### src/rtl/fpu_pkg.sv
// fpu_pkg: shared opcode constants, opcode classes and FPU flag/compare
// layouts used by the FPU issue controller and its opcode classifier.
package fpu_pkg;

  // Default per-class latencies and widths
  localparam int LAT_ADD  = 2;
  localparam int LAT_MUL  = 3;
  localparam int LAT_DIV  = 12;
  localparam int LAT_SQRT = 12;
  localparam int LAT_CVT  = 2;
  localparam int CNT_W    = 5;
  localparam int TAG_W    = 4;

  // FPU opcodes
  localparam logic [6:0] OP_FADD_S  = 7'h00;
  localparam logic [6:0] OP_FADD_D  = 7'h01;
  localparam logic [6:0] OP_FSUB_S  = 7'h04;
  localparam logic [6:0] OP_FSUB_D  = 7'h05;
  localparam logic [6:0] OP_FMUL_S  = 7'h08;
  localparam logic [6:0] OP_FMUL_D  = 7'h09;
  localparam logic [6:0] OP_FDIV_S  = 7'h0C;
  localparam logic [6:0] OP_FDIV_D  = 7'h0D;
  localparam logic [6:0] OP_FCVT_LO = 7'h10;
  localparam logic [6:0] OP_FCVT_HI = 7'h15;
  localparam logic [6:0] OP_FSQRT_S = 7'h2C;
  localparam logic [6:0] OP_FSQRT_D = 7'h2D;
  localparam logic [6:0] OP_FCMP_S  = 7'h50;
  localparam logic [6:0] OP_FCMP_D  = 7'h51;

  typedef enum logic [2:0] {
    ADD     = 3'd0,
    MUL     = 3'd1,
    DIV     = 3'd2,
    SQRT    = 3'd3,
    CMP     = 3'd4,
    CVT     = 3'd5,
    ILLEGAL = 3'd6
  } op_class_e;

  typedef struct packed {
    logic invalid;
    logic overflow;
    logic underflow;
    logic inexact;
  } fpu_flags_t;

  typedef struct packed {
    logic lt;
    logic eq;
    logic gt;
    logic unordered;
  } fpu_cmp_t;

endpackage

### src/rtl/fpu_op_classifier.sv
// fpu_op_classifier: purely combinational decode of an FPU opcode into its
// operation class and the number of cycles the FPU needs for that class.
module fpu_op_classifier
  import fpu_pkg::*;
#(
  parameter int LAT_ADD  = fpu_pkg::LAT_ADD,
  parameter int LAT_MUL  = fpu_pkg::LAT_MUL,
  parameter int LAT_DIV  = fpu_pkg::LAT_DIV,
  parameter int LAT_SQRT = fpu_pkg::LAT_SQRT,
  parameter int LAT_CVT  = fpu_pkg::LAT_CVT,
  parameter int CNT_W    = fpu_pkg::CNT_W
) (
  input  logic [6:0]       opcode,
  output op_class_e        op_class,
  output logic [CNT_W-1:0] latency
);

  // Opcode to class, then class to latency
  always_comb begin
    op_class = ILLEGAL;
    latency  = '0;
    case (opcode)
      OP_FADD_S, OP_FADD_D, OP_FSUB_S, OP_FSUB_D: op_class = ADD;
      OP_FMUL_S, OP_FMUL_D:                       op_class = MUL;
      OP_FDIV_S, OP_FDIV_D:                       op_class = DIV;
      OP_FSQRT_S, OP_FSQRT_D:                     op_class = SQRT;
      OP_FCMP_S, OP_FCMP_D:                       op_class = CMP;
      default: begin
        if ((opcode >= OP_FCVT_LO) && (opcode <= OP_FCVT_HI)) begin
          op_class = CVT;
        end else begin
          op_class = ILLEGAL;
        end
      end
    endcase
    case (op_class)
      ADD:     latency = CNT_W'(LAT_ADD);
      MUL:     latency = CNT_W'(LAT_MUL);
      DIV:     latency = CNT_W'(LAT_DIV);
      SQRT:    latency = CNT_W'(LAT_SQRT);
      CVT:     latency = CNT_W'(LAT_CVT);
      default: latency = '0;
    endcase
  end

endmodule

### src/rtl/fpu_issue_ctrl.sv
// fpu_issue_ctrl: single-outstanding issue controller in front of the FPU.
// Accepts one request, holds the FPU inputs for the opcode's class latency,
// captures the FPU result and returns it with its tag.
// Optional feature macro: FPU_FFLAGS_EN adds sticky exception flags
// (fflags output, fflags_clr input).
module fpu_issue_ctrl
  import fpu_pkg::*;
#(
  parameter int LAT_ADD  = fpu_pkg::LAT_ADD,
  parameter int LAT_MUL  = fpu_pkg::LAT_MUL,
  parameter int LAT_DIV  = fpu_pkg::LAT_DIV,
  parameter int LAT_SQRT = fpu_pkg::LAT_SQRT,
  parameter int LAT_CVT  = fpu_pkg::LAT_CVT,
  parameter int CNT_W    = fpu_pkg::CNT_W,
  parameter int TAG_W    = fpu_pkg::TAG_W
) (
  input  logic             clk,
  input  logic             rst_n,
  input  logic             req_valid,
  output logic             req_ready,
  input  logic [6:0]       req_opcode,
  input  logic [2:0]       req_rm,
  input  logic [63:0]      req_a,
  input  logic [63:0]      req_b,
  input  logic [TAG_W-1:0] req_tag,
  output logic [6:0]       fpu_opcode,
  output logic [2:0]       fpu_rounding_mode,
  output logic [63:0]      fpu_operand_a,
  output logic [63:0]      fpu_operand_b,
  input  logic [63:0]      fpu_result,
  input  logic [3:0]       fpu_flags,
  input  logic [3:0]       fpu_cmp,
  output logic             rsp_valid,
  input  logic             rsp_ready,
  output logic [63:0]      rsp_result,
  output logic [3:0]       rsp_flags,
  output logic [3:0]       rsp_cmp,
  output logic [TAG_W-1:0] rsp_tag,
  output logic             busy
`ifdef FPU_FFLAGS_EN
  ,
  output logic [3:0]       fflags,
  input  logic             fflags_clr
`endif
);

  localparam logic [1:0] ST_IDLE = 2'd0;
  localparam logic [1:0] ST_EXEC = 2'd1;
  localparam logic [1:0] ST_RESP = 2'd2;

  logic [1:0]       state_q, state_d;
  logic [CNT_W-1:0] cnt_q, cnt_d;
  logic [6:0]       op_q, op_d;
  logic [2:0]       rm_q, rm_d;
  logic [63:0]      a_q, a_d;
  logic [63:0]      b_q, b_d;
  logic [TAG_W-1:0] tag_q, tag_d;
  logic [63:0]      res_q, res_d;
  fpu_flags_t       flags_q, flags_d;
  fpu_cmp_t         cmp_q, cmp_d;

  op_class_e        op_class_s;
  logic [CNT_W-1:0] lat_s;
  logic [CNT_W-1:0] load_cnt_s;
  logic             capture_s;

  fpu_op_classifier #(
    .LAT_ADD (LAT_ADD),
    .LAT_MUL (LAT_MUL),
    .LAT_DIV (LAT_DIV),
    .LAT_SQRT(LAT_SQRT),
    .LAT_CVT (LAT_CVT),
    .CNT_W   (CNT_W)
  ) u_classifier (
    .opcode  (req_opcode),
    .op_class(op_class_s),
    .latency (lat_s)
  );

  // Latency to load at accept; compare and unknown opcodes never wait
  always_comb begin
    if ((op_class_s == CMP) || (op_class_s == ILLEGAL)) begin
      load_cnt_s = '0;
    end else begin
      load_cnt_s = lat_s;
    end
  end

  assign capture_s = (state_q == ST_EXEC) && (cnt_q == '0);

  // Next-state logic: accept in IDLE, count down in EXEC, hold in RESP
  always_comb begin
    state_d = state_q;
    cnt_d   = cnt_q;
    op_d    = op_q;
    rm_d    = rm_q;
    a_d     = a_q;
    b_d     = b_q;
    tag_d   = tag_q;
    res_d   = res_q;
    flags_d = flags_q;
    cmp_d   = cmp_q;
    case (state_q)
      ST_IDLE: begin
        if (req_valid) begin
          op_d    = req_opcode;
          rm_d    = req_rm;
          a_d     = req_a;
          b_d     = req_b;
          tag_d   = req_tag;
          cnt_d   = load_cnt_s;
          state_d = ST_EXEC;
        end else begin
          state_d = ST_IDLE;
        end
      end
      ST_EXEC: begin
        if (capture_s) begin
          res_d   = fpu_result;
          flags_d = fpu_flags_t'(fpu_flags);
          cmp_d   = fpu_cmp_t'(fpu_cmp);
          state_d = ST_RESP;
        end else begin
          cnt_d   = cnt_q - CNT_W'(1);
        end
      end
      ST_RESP: begin
        if (rsp_ready) begin
          state_d = ST_IDLE;
        end else begin
          state_d = ST_RESP;
        end
      end
      default: state_d = ST_IDLE;
    endcase
  end

  // Controller state and request/response registers
  always_ff @(posedge clk or negedge rst_n) begin
    if (!rst_n) begin
      state_q <= ST_IDLE;
      cnt_q   <= '0;
      op_q    <= 7'd0;
      rm_q    <= 3'd0;
      a_q     <= 64'd0;
      b_q     <= 64'd0;
      tag_q   <= '0;
      res_q   <= 64'd0;
      flags_q <= '0;
      cmp_q   <= '0;
    end else begin
      state_q <= state_d;
      cnt_q   <= cnt_d;
      op_q    <= op_d;
      rm_q    <= rm_d;
      a_q     <= a_d;
      b_q     <= b_d;
      tag_q   <= tag_d;
      res_q   <= res_d;
      flags_q <= flags_d;
      cmp_q   <= cmp_d;
    end
  end

`ifdef FPU_FFLAGS_EN
  logic [3:0] fflags_q, fflags_d;

  // Sticky flags: a clear drops history, a capture ORs in the new flags
  always_comb begin
    if (fflags_clr) begin
      fflags_d = 4'd0;
    end else begin
      fflags_d = fflags_q;
    end
    if (capture_s) begin
      fflags_d = fflags_d | fpu_flags;
    end else begin
      fflags_d = fflags_d;
    end
  end

  // Sticky flag register
  always_ff @(posedge clk or negedge rst_n) begin
    if (!rst_n) begin
      fflags_q <= 4'd0;
    end else begin
      fflags_q <= fflags_d;
    end
  end

  assign fflags = fflags_q;
`endif

  assign req_ready         = (state_q == ST_IDLE);
  assign rsp_valid         = (state_q == ST_RESP);
  assign busy              = (state_q != ST_IDLE);
  assign fpu_opcode        = op_q;
  assign fpu_rounding_mode = rm_q;
  assign fpu_operand_a     = a_q;
  assign fpu_operand_b     = b_q;
  assign rsp_result        = res_q;
  assign rsp_flags         = flags_q;
  assign rsp_cmp           = cmp_q;
  assign rsp_tag           = tag_q;

endmodule
### config.mk
export PLATFORM = sky130hd
export DESIGN_NAME = fpu_issue_ctrl
export DESIGN_NICKNAME = d
export VERILOG_FILES = /design/src/rtl/fpu_pkg.sv /design/src/rtl/fpu_op_classifier.sv /design/src/rtl/fpu_issue_ctrl.sv
export SDC_FILE = /design/constraint.sdc
export NUM_CORES = 1
export LEC_CHECK = 0
export ABC_AREA = 1
export BUFFER_PORTS_ARGS = -buffer_cell sky130_fd_sc_hd__buf_2
export CORE_AREA = 2 2 168 170
export DETAILED_ROUTE_END_ITERATION = 8
export DIE_AREA = 0 0 170 172
export PLACE_DENSITY = 0.69
export RECOVER_POWER = 25
export SLEW_MARGIN = 25
export SYNTH_ARGS = -nofsm -noshare
export SYNTH_HDL_FRONTEND = slang
export SYNTH_HIERARCHICAL = 1
export SYNTH_SLANG_ARGS = --single-unit
export TNS_END_PERCENT = 1
### constraint.sdc
create_clock -name clk -period 1.6 [get_ports clk]
set_clock_uncertainty 0.05 [all_clocks]
set_input_delay 0.32 -clock clk [delete_from_list [all_inputs] [get_ports clk]]
set_output_delay 0.32 -clock clk [all_outputs]
set_load 0.01 [all_outputs]
==> flow_metrics.tcl <==
set metrics [dict create \
    cts.reportedPaths.clkPinSlew_ns 0.06 \
    setup_tns_ns -0.254 \
    number_of_instances_on_the_worst_hold_path 3 \
    worst-slew-pin-transition_ns 0.911 \
    postPlaceCellArea_sq_um 11300 \
    syn_avg_cell_area_sq_um 8.75 \
    p_sw_uw 10700 \
    antenna-diode-count 0 \
    insertion_delay_ns 0.52 \
    vias 9168 \
    worstSetupStartpoint "state_q[1]$_DFFE_PN0P_" \
    synthesis.nets 1215 \
    yosysSeqAreaShare_pct 63.5 \
    cts_tree "yes" \
    flow.area_growth_from_synthesis_pct 67.7 \
    drc 0 \
    setup.reg_to_reg.worst_slack_ns -0.06 \
    worstSetupStartpointType "flip-flop" \
    fp.dieArea_sq_um 29200 \
    antenna_violating_nets_post_route 0 \
    viasPerCell 4.53 \
    detailedRoute.firstPassIterationCount 6 \
    path_class "reg -> out" \
    cap_violations 0 \
    violations "negative setup slack" \
    first_global_vias 9106 \
    tritoncts.num_buffers 25 \
    worst_ep_required_time_ns 1.23 \
    critPathBufInv 3 \
    hold_path_end "rsp_result[6]$_DFFE_PN0P_" \
    ratio_of_cells_with_drive_above_1_in_the_final_layout_pct 32.7 \
    ys_ff_latch 221 \
    seq_power_share_pct 36.1 \
    initial_core_util_pct 31.7 \
    crit_path_end_kind "output pin" \
    grt_setup_unrepaired "true" \
    worst_r2r_startpoint "cnt_q[0]$_DFFE_PN0P_" \
    antenna_found_initial 1 \
    p_clk_share_pct 21.7 \
    cts.path.max_buffers 3 \
    critPathTopFamily "flip-flops" \
    syn_inst 996 \
    mapped_area_sq_um 8720 \
    timing.critical_path.mode_cell "sky130_fd_sc_hd__buf_6" \
    status "finished with violations" \
    drtIter0Drc 682 \
    final_hold_slack_ns 0.0267 \
    timing.critical_path.cells "nor2_4 > buf_6 > inv_2 > buf_6" \
    num_io_pins 435 \
    leakage_power_uw 0.00826 \
    die_h_microns 172 \
    period_minus_slack_ns 1.68 \
    vdd.ir_drop.worst_v 0.00106 \
    clockRootBuffer "sky130_fd_sc_hd__clkbuf_16" \
    cpMaxStageDelayCell "sky130_fd_sc_hd__dfrtp_1" \
    finalSetupViolCount 4 \
    holdCritStartpoint "fpu_result[6]" \
    final-max-slew-violation-count 0 \
    regToRegEndpoint "rsp_flags[3]$_DFFE_PN0P_" \
    path_max_fanout 2 \
    core_area_sq_um 27500 \
    combinationalPowerShare_pct 42.2 \
    hpwlAfterDp_mm 17.9 \
    gp_congestion 0.818 \
    max_slew_margin_pct 39.3 \
    clock-sinks 221 \
    final_min_period_over_clock_period_pct 105 \
    routedWlPerCell_microns 15.6 \
    global_route_wire_length_before_repair_mm 45.7 \
    timing.fmax_mhz 595 \
    timing.hold.worst.class "in -> reg" \
    cts-htree-levels 1 \
    route.final.wire_length_mm 31.5 \
    chipWidth_microns 170 \
    worst_ep_arrival_time_ns 1.31 \
    max_stage_delay_on_crit_path_ns 0.40 \
    grt_max_degree 93 \
    yosys_warnings 6 \
    overflow 0 \
    fin_nets 1877 \
    reg2reg_depth 8 \
    grt_use_total_pct 19.4 \
    final.setup.worst_slack_ns -0.0805 \
    row_count 61 \
    post_synth_num_cell_types 23 \
    finish.instance_area_sq_um 14600 \
    p_per_area_nw_per_um2 1880 \
    power.share.switching_pct 39.0 \
    internal_uw 16800 \
    finalHoldViolCount 0 \
    portBuffers 434 \
]
cell usage in the layout, fill, tap and decap left out, drive strengths merged:
cell and instances:
nand2 524, buf 461, dfrtp 221, dlygate4sd3 209
inv 90, o21ai 77, clkbuf 42, nor2 16
nand3 14, clkinv 10, bufinv 4, nand4 3
xnor2 1, o31ai 1, a21oi 1, ha 1
clkinvlp 1, conb 1
cells by family after synthesis:
family,synth area share (%)
and+or+nand+nor,24.6
DFF,63.5
buffers and inverters,7.13
AOI/OAI and AO/OA,4.57
xor gates and xnor gates,0.101
adders and majority gates,0.144
other,0.0430
flip-flops by register name (all words and copies together), names as in the netlist:
name and cells:
fpu_opcode 7, state_q 2, cnt_q 5, rsp_flags 4
rsp_cmp 4, fpu_rounding_mode 3, fpu_operand_b 64, rsp_tag 4
fpu_operand_a 64, rsp_result 64
worst reg2reg max path, stage by stage, from the launching register on:
cell	delay, ns
sky130_fd_sc_hd__dfrtp_1	0.39
sky130_fd_sc_hd__inv_2	0.08
sky130_fd_sc_hd__ha_4	0.15
sky130_fd_sc_hd__nand2_4	0.05
sky130_fd_sc_hd__nor2_4	0.14
sky130_fd_sc_hd__nand3_4	0.09
sky130_fd_sc_hd__buf_12	0.16
sky130_fd_sc_hd__clkbuf_16	0.20
sky130_fd_sc_hd__o21ai_0	0.24
metrics by stage:
step,total power (uW),util (%),setup WS (ns),std cells
6_report,27500,53.2,-0.0805,2023
5_1_grt,29400,53.2,-0.164,2023
4_1_cts,26500,52.2,-0.117,2011
3_5_place_dp,19900,41.3,-0.00373,1754
3_3_place_gp,19600,41.3,0.0482,1754
2_1_floorplan,15400,-,0.0818,996
how the worst max path moves through the flow:
stage,endpoint,slack (ns),depth (start not counted)
3_5_place_dp,cnt_q[0]$_DFFE_PN0P_,-0.004,12
5_1_grt,busy,-0.16,4
3_3_place_gp,cnt_q[1]$_DFFE_PN0P_,0.05,12
4_1_cts,rsp_valid,-0.12,3
6_report,busy,-0.08,4
2_1_floorplan,rsp_result[24]$_DFFE_PN0P_,0.08,9
layer usage:
| layer | track usage, % | wire, microns | up-vias |
|---|---|---|---|
| met5 | 0 | 13 | - |
| met4 | 8.44 | 1080 | 2 |
| met3 | 5.22 | 2710 | 83 |
| met2 | 34.3 | 15700 | 478 |
| met1 | 22.0 | 12000 | 4271 |
| li1 | - | - | 4334 |
repair_timing:
action | CTS | global route
hold buffers | 209 | 0
gates cloned | 0 | 8
buffers inserted | 2 | 4
gates resized for setup | 6 | 40
setup endpoints to repair | 23 | 126
pin swaps | 2 | 4
hold endpoints to repair | 255 | 0
cell type report:
cell class	instances	area [sq um]
clock buffer	30	674
clock inverter	16	194
fill	2249	12900
inverter	89	339
multi-input combinational	639	2670
sequential	221	5530
tap	346	433
timing repair buffer	682	4770
synthesized netlist by cell type (all sizes together):
master  instances  area share, %
clkbuf         13           0.57
a21oi           1          0.057
nand3          13           0.89
nand2         524             23
inv            89            3.8
ha              1           0.14
nor2           16           0.83
dfrtp         221             63
buf            35            2.7
o31ai           1          0.086
xnor2           1           0.10
conb            1          0.043
nand4           3           0.22
o21ai          77            4.4
power groups by stage:
| stage | clock [uW] | sequential, uW | combinational [uW] |
|---|---|---|---|
| after detailed placement | 0 | 9790 | 10100 |
| after floorplan | 0 | 11000 | 4350 |
| final | 5980 | 9950 | 11600 |
| after global routing | 6380 | 10200 | 12800 |
| after global placement | 0 | 9780 | 9810 |
| after CTS | 6100 | 9800 | 10600 |
No activity file was read; power rests on OpenSTA's default activity.
